## src/rtl/microsequencer.sv

```systemverilog
// rtl/microsequencer.sv - control-store microsequencer with return stack and MOC timeout
//
// Ports:
//   CLK      in   1   clock, all state changes on rising edge
//   CLR      in   1   asynchronous active-low reset
//   N        in   3   next-address select
//   INV      in   1   inverts the selected condition
//   MI       in   1   MOC-wait enable
//   S        in   3   condition select
//   CR       in  16   CR[7:0] target, CR[15:8] alternate / abort target
//   ENC      in   8   instruction-decoder entry address
//   MOC      in   1   memory-operation-complete
//   COND_OK  in   1   condition-field evaluation result
//   FLAGS    in   4   {N, Z, C, V}
//   IRQ      in   1   interrupt pending
//   STATE    out  8   registered current state (control-ROM address)
//   STK_ERR  out  1   sticky stack overflow/underflow flag
//   TO_ERR   out  1   sticky MOC timeout flag
module microsequencer #(
    parameter logic [7:0] RESET_STATE = 8'd0,
    parameter int         STACK_DEPTH = 4,
    parameter int         MOC_TIMEOUT = 16
) (
    input  logic        CLK,
    input  logic        CLR,
    input  logic [2:0]  N,
    input  logic        INV,
    input  logic        MI,
    input  logic [2:0]  S,
    input  logic [15:0] CR,
    input  logic [7:0]  ENC,
    input  logic        MOC,
    input  logic        COND_OK,
    input  logic [3:0]  FLAGS,
    input  logic        IRQ,
    output logic [7:0]  STATE,
    output logic        STK_ERR,
    output logic        TO_ERR
);

    // Pointer must represent 0..STACK_DEPTH inclusive; the entry index only 0..STACK_DEPTH-1.
    localparam int SP_W   = (STACK_DEPTH > 0) ? $clog2(STACK_DEPTH + 1) : 1;
    localparam int IDX_W  = (STACK_DEPTH > 1) ? $clog2(STACK_DEPTH) : 1;
    localparam int WAIT_W = (MOC_TIMEOUT > 1) ? $clog2(MOC_TIMEOUT) : 1;

    localparam logic [SP_W-1:0]   SP_FULL   = SP_W'(STACK_DEPTH);
    localparam logic [WAIT_W-1:0] WAIT_LAST = WAIT_W'(MOC_TIMEOUT - 1);

    localparam logic [2:0] N_ENC    = 3'b000;
    localparam logic [2:0] N_JMP    = 3'b001;
    localparam logic [2:0] N_CJMP   = 3'b010;
    localparam logic [2:0] N_CSEL   = 3'b011;
    localparam logic [2:0] N_INC    = 3'b100;
    localparam logic [2:0] N_CENC   = 3'b101;
    localparam logic [2:0] N_CALL   = 3'b110;
    localparam logic [2:0] N_RET    = 3'b111;

    logic [7:0]        state_q, state_d;
    logic [SP_W-1:0]   sp_q, sp_d;
    logic [WAIT_W-1:0] wait_q, wait_d;
    logic              stk_err_q, stk_err_d;
    logic              to_err_q, to_err_d;

    logic [7:0] stack_q [0:(2**IDX_W)-1];

    logic [7:0]      inc;
    logic            sel;
    logic            c;
    logic            stall;
    logic            push_en;
    logic [SP_W-1:0] sp_dec;

    always_comb begin
        inc    = state_q + 8'd1;
        sp_dec = sp_q - SP_W'(1);
        stall  = MI & ~MOC;

        sel = 1'b0;
        case (S)
            3'b000:  sel = 1'b0;
            3'b001:  sel = MOC;
            3'b010:  sel = COND_OK;
            3'b011:  sel = FLAGS[2];
            3'b100:  sel = FLAGS[3];
            3'b101:  sel = FLAGS[1];
            3'b110:  sel = FLAGS[0];
            default: sel = IRQ;
        endcase
        c = sel ^ INV;

        state_d   = state_q;
        sp_d      = sp_q;
        wait_d    = '0;
        stk_err_d = stk_err_q;
        to_err_d  = to_err_q;
        push_en   = 1'b0;

        if (stall) begin
            // Stall overrides the N field entirely; only the abort path may move STATE.
            if (wait_q == WAIT_LAST) begin
                state_d  = CR[15:8];
                to_err_d = 1'b1;
            end else begin
                wait_d = wait_q + WAIT_W'(1);
            end
        end else begin
            case (N)
                N_ENC:   state_d = ENC;
                N_JMP:   state_d = CR[7:0];
                N_CJMP:  state_d = c ? CR[7:0] : inc;
                N_CSEL:  state_d = c ? CR[7:0] : CR[15:8];
                N_INC:   state_d = inc;
                N_CENC:  state_d = c ? ENC : inc;
                N_CALL: begin
                    // A call on a full stack still jumps; only the return address is lost.
                    state_d = CR[7:0];
                    if (sp_q == SP_FULL) begin
                        stk_err_d = 1'b1;
                    end else begin
                        push_en = 1'b1;
                        sp_d    = sp_q + SP_W'(1);
                    end
                end
                default: begin
                    if (sp_q == '0) begin
                        state_d   = RESET_STATE;
                        stk_err_d = 1'b1;
                    end else begin
                        state_d = stack_q[sp_dec[IDX_W-1:0]];
                        sp_d    = sp_dec;
                    end
                end
            endcase
        end
    end

    always_ff @(posedge CLK or negedge CLR) begin
        if (!CLR) begin
            state_q   <= RESET_STATE;
            sp_q      <= '0;
            wait_q    <= '0;
            stk_err_q <= 1'b0;
            to_err_q  <= 1'b0;
        end else begin
            state_q   <= state_d;
            sp_q      <= sp_d;
            wait_q    <= wait_d;
            stk_err_q <= stk_err_d;
            to_err_q  <= to_err_d;
        end
    end

    // Stack contents carry no reset; only the pointer defines validity.
    always_ff @(posedge CLK) begin
        if (push_en) begin
            stack_q[sp_q[IDX_W-1:0]] <= inc;
        end
    end

    assign STATE   = state_q;
    assign STK_ERR = stk_err_q;
    assign TO_ERR  = to_err_q;

endmodule

```

## config.mk

```make
export PLATFORM = sky130hd
export DESIGN_NAME = microsequencer
export DESIGN_NICKNAME = d
export VERILOG_FILES = /design/src/rtl/microsequencer.sv
export SDC_FILE = /design/constraint.sdc
export NUM_CORES = 1
export LEC_CHECK = 0
export ABC_AREA = 1
export ABC_CLOCK_PERIOD_IN_PS = 2260
export CORE_AREA = 2 2 83 116
export CTS_BUF_LIST = sky130_fd_sc_hd__clkbuf_16
export DETAILED_ROUTE_END_ITERATION = 10
export DIE_AREA = 0 0 85 118
export HOLD_SLACK_MARGIN = 0.08
export SLEW_MARGIN = 5
export SYNTH_ARGS = -nofsm -noshare
export SYNTH_HDL_FRONTEND = slang
export SYNTH_SLANG_ARGS = --single-unit
```

## constraint.sdc

```tcl
create_clock -name CLK -period 2.26 [get_ports CLK]
set_input_delay 0.452 -clock CLK [delete_from_list [all_inputs] [get_ports CLK]]
set_output_delay 0.452 -clock CLK [all_outputs]
set_load 0.03 [all_outputs]
```

# Word level (Yosys, flattened, before mapping)
# Memories as Yosys holds them, arrays and structs flattened.
# Index checks and enable logic that the tools add are counted.
# totals
reg_bits	17
ramBits	32
input_bits	41
out_inout_bits	10
word_cells	63
mem_count	1
# classes
n_addsub	4
eq_ne	18
mux	21
bitwise_logic	5
reduce_logical	9
# mem_list
name	words	width	read_ports	rd_ports_with_merged_regs	write_ports	line_no	rtl
stack_q	4	8	1	0	1	64	logic [7:0] stack_q [0:(2**IDX_W)-1];
# op_table
operator	n
$mux 8	6
$pmux 8 s6	1
$eq 3x3->1 const B	7
$eq 3x2->1 const B	4
$logic_not 3->1	3
$add 8x1->8 const B	1
$mux 4	2
$reduce_and 4->1	2
$mux 1	7
$pmux 1 s7	1
$eq 3x1->1 const B	2
$mux 3	2
$pmux 3 s2	1
$reduce_or 6->1	1
$add 4x1->4 const B	1
$eq 4x4->1 const B	1
$ne 2x1->1 const B	2
$ne 2x2->1 const B	2
$add 3x1->3 const B	1
$not 1->1	3
$sub 3x1->3 const B	1
$pmux 1 s2	1
$reduce_and 2->1	1
$reduce_bool 2->1	1
other kinds (3)	3

# Longest topological paths before layout
# depth
depth_word	6
depth_mapped	15
ltp_nobuf	14

# Worst setup path before layout
# No wires, ideal clock.
# synth_path
path_kind	reg-to-reg
start	register sp_q[0]
end	memory stack_q[1][0] (enable)
setup_ns	0.371
arrival_time_ns	1.765
required_ns	1.889
slack_ns	0.124
stages_incl_launch_ff	9
n_path_buf	2
period_less_slack_ns	2.136
path_cell_list	dfrtp_1 > buf_2 > inv_1 > buf_2 > ha_1 > ha_1 > inv_1 > nand3_1 > nor2_1
# synth_between
elab_chain_len	6
# synth_rtl
item	line_no	rtl
start, declared	59	logic [SP_W-1:0] sp_q, sp_d;
start signal, assigned	146	sp_q <= sp_d;
$eq 3x3->1	117	if (sp_q == SP_FULL) begin
$mux 1	117	
$mux 1	107	case (N)
$mux 1	98	if (stall) begin
$mux 1	155	if (push_en) begin
$mux 1 (implied by the code)	156	stack_q[sp_q[IDX_W-1:0]] <= inc;
end, declared	64	
# Several ways; a longest one is shown, not always the timed one.

# Final worst setup path
# layout_path
start	register state_q[2], in the netlist STATE[2]
end	output STATE[2]
# layout_lines
item	line_no	rtl
start, declared	58	logic [7:0] state_q, state_d;
start signal, assigned	145	state_q <= state_d;
end, declared	36	output logic [7:0] STATE,
# No word-level cell between the ends.

==> results.md <==
- Final critical-path share of the clock period: ~88%
- Synthesized area: just over 0.003 sq mm
- Worst ir drop on vdd: between 0.0003 and 0.0004 V
- Critical path arrival: between 1.5 and 2 ns
- Worst Setup Path Type: flip-flop to output pin
- Gr busiest metal: met2
- 1st-pass router iterations: 5
- Sink of the worst hold path: STK_ERR
- Post-synth net total: around 440
- Die footprint: approximately 0.01 sq mm
- Number of distinct library cell variants in the gate-level netlist after synthesis: 30
- Kind of end point of the critical path: output pin
- Power after layout: 3.68 mW
- Number of antenna violations at the first check in global routing: 0
- Setup WS pre-CTS: between 0.003 and 0.004 ns
- Count of nets left with antenna violations after detail routing: 0
- Final count of negative-setup-slack endpoints: 0
- Sequential element share of the synthesized area: 45.0%
- GR Layer Usage met3: ~2.5%
- GR met1 Demand/Resource: 20.9%
- Startpoint types: flip-flop
- Number of cells in the finished layout apart from fillers: roughly 570
- Number of primary I/O pins: 51
- Result of the run: finished clean
- Number of antenna repair diodes: 0
- Routed wire length: around 8.6 mm
- Largest area contributor in the synthesized netlist: edfxtp_1
- Placed cells: about 560
- Nets@finish: about 510
- Least-Margin Pin Slew: just over 0.5 ns
- H-tree depth: 2
- Final critical path time including I/O delays and setup: 1.99 ns
- Routed vias/inst: between 4 and 5
- Tightest Hold Check Type: flip-flop to flip-flop
- Startpoint of the worst hold path: STK_ERR
- Starting utilization of the core area: about a third
- Beginning of the worst register-to-register path: STATE[0]
- Unrepaired setup endpoints after global routing: no
- First-pass GRT wire length: approximately 14 mm
- CTS root buf: clkbuf_16
- Number of instances in the synthesized netlist: 388
- Total number of vias: between 2000 and 3000
- Port buffer count: 50
- Register-to-register setup slack: 0.28 ns
- Syn-to-layout area delta: 31.6%
- Height of the die: between 100 and 150 um
- Maximum fanout along the worst path: 5
- Hold Path Cell Cnt: 1
- Register bit count reported by yosys: between 40 and 50
- Post-Route Setup TNS: 0 ns
- Clock insertion delay at the later pin of the skew report: 0.30 ns
- Largest delay share family, worst path: buffers and inverters
- R2r endpoint: STATE[6]
- Placed Instance Area: between 0.003 and 0.004 sq mm
- Startpoint of the worst setup timing path: STATE[2]
- Resized Gates After CTS: 0
- Total buffers and inverters traversed by the critical path: 1
- Post-route DRC violation count: 0
- Crit-path cells: clkdlybuf4s50_1
- Overall fraction of global-route tracks in use: a little under a fifth
- CTS tree: done
- Post-route design area: 0.00405 sq mm
- Maximum number of pins on one net before global-route repair: 20
- Synth top area share: between 30% and 40%
- Highest cell delay on the worst timing path: about 0.74 ns
- Number of clock buffers inserted by TritonCTS: 5
- Worst Reg-to-Reg Cells: 13
- Final weighted congestion of routability-driven global placement: around 0.9
- MaxCap Viol Count: 0
- Avg Inst Size Synth: 7.93 sq um
- Setup skew after layout: about 0.0067 ns
- CTS Buffer Depth: 2
- Number of post-CTS setup repair buffers: 0
- Proportion of layout cells with a drive suffix above 1: ~14%
- Average wire length per cell after detail routing: around 15 um
- Max-Slew Margin vs Limit: about two thirds
- Static Leak: about 1.9 nW
- Final Hold Violating Endpoints: 0
- Die width: 85 um
- Slack of the critical path: around 0.27 ns
- Clock-pin slew of the registers on the worst-case setup and hold paths: 0.07 ns
- Data required time of the worst path: ~1.8 ns
- Filler cell count: between 800 and 900
- Total clock sinks: 49
- Count of synthesis-stage warnings from yosys: 0
- Crit-path slowest cell: clkdlybuf4s50_1
- Core box area: 0.00898 sq mm
- Total global routing overflow: 0
- Via count of the first global-routing pass: ~2900
- # hold bufs at CTS: 0
- Fmax: 501 MHz
- Final number of max-transition violations: 0
- Synth top area cells: edfxtp_1 31%, dfrtp_1 14%, nand2_1 13%
- Row cnt: ~40
- M2 GR Usage: about a third
- First-iteration detailed-routing DRC count: approximately 120
- Power density of the placed cells: slightly above 900 mW/mm^2
- Half-perimeter wire length after detailed placement: between 6 and 7 mm
## kinds of logic (layout without fill, tap and decap cells)
logic type               after synthesis  count (layout)  synth area share, %
AND/OR/NAND/NOR                      197             197                 30.0
buffers and inverters                 72             148                 9.47
XOR/XNOR                               6               6                 1.71
adder cells (fa/ha/maj)                8               8                 3.25
flip-flops                            49              49                 45.0
AO/OA/AOI/OAI                         56              56                 10.5
## worst register-to-register path: cells and delay by family, from the launching register on
| family | cells | cell delay [ns] |
|---|---|---|
| and+or+nand+nor | 10 | 0.86 |
| xor gates and xnor gates | 1 | 0.31 |
| buffers and inverters | 1 | 0.04 |
| DFF | 1 | 0.44 |
| adders and majority gates | 1 | 0.28 |
## sequential cells by signal, indices dropped and copies added (netlist names)
signal   flops
TO_ERR       1
STK_ERR      1
sp_q         3
stack_q     32
STATE        8
wait_q       4
## routing by layer
| metal | vias up | wire (um) |
|---|---|---|
| met2 | 68 | 4570 |
| met5 | - | 0 |
| met3 | 21 | 254 |
| met4 | 0 | 311 |
| li1 | 1418 | - |
| met1 | 1318 | 3470 |
## area by class of cell
class | instances | area [sq um] | area share [%]
clock buffer | 5 | 125 | 3.09
clock inverter | 3 | 68.8 | 1.70
inverter | 64 | 240 | 5.93
multi-input combinational | 267 | 1400 | 34.6
sequential | 49 | 1390 | 34.2
tap | 107 | 134 | 3.31
timing repair buffer | 76 | 696 | 17.2
## metrics by stage
stage,hold slack [ns],utilization [%]
after floorplan,0.156,-
after global placement,0.448,43.0
after detailed placement,0.453,43.0
after CTS,0.470,45.1
after global routing,0.480,45.1
final,0.468,45.1
## Yosys cell counts
library cell,instances
inv_2,4
nand4_1,2
nor2_2,2
a22oi_1,3
nand2_1,105
ha_1,8
a41o_2,1
o21ai_1,1
o21ai_2,1
buf_2,2
o21ai_0,24
o22ai_1,14
nand3_1,34
nand2_2,3
nor3_4,1
nor3_2,1
dfrtp_1,17
or2_2,1
edfxtp_1,32
buf_6,2
a21oi_1,9
nor2_1,33
inv_1,60
buf_4,1
xor2_1,6
nand3_2,14
nor2_8,1
clkbuf_1,3
o211ai_1,2
o21a_1,1
## cell usage in the layout (no fill, tap or decap)
cell type / instances
nand3_1: 34
bufinv_16: 2
ha_1: 8
nand2_1: 105
or2_2: 1
nand3_2: 14
dfrtp_1: 17
edfxtp_1: 32
inv_2: 4
inv_1: 60
nor2_8: 1
nor3_2: 1
o22ai_1: 14
xor2_1: 6
nand2_2: 3
o211ai_1: 2
o21a_1: 1
a21oi_1: 9
nor3_4: 1
a41o_2: 1
o21ai_0: 24
o21ai_1: 1
clkbuf_16: 5
nor2_1: 33
buf_4: 26
nor2_2: 2
a22oi_1: 3
nand4_1: 2
o21ai_2: 1
inv_6: 1
clkdlybuf4s50_1: 50
## report_power, final
| group | leakage [nW] | switching (mW) | total [mW] | internal [mW] |
|---|---|---|---|---|
| Sequential | 0.498 | 0.0822 | 1.20 | 1.12 |
| Clock | 0.0944 | 0.345 | 0.983 | 0.638 |
| Combinational | 1.27 | 0.933 | 1.50 | 0.563 |
## how the worst max path moves through the flow
stage	end	slack, ns	cells after the start
CTS	STATE[2]	0.27	1
global placement	STATE[1]	0.06	13
global route	STATE[6]	0.07	13
finish	STATE[2]	0.27	1
detailed placement	stack_q[3][4]	0.004	6
floorplan	stack_q[1][0]	0.12	8
Power figures use the tool's default switching activity.
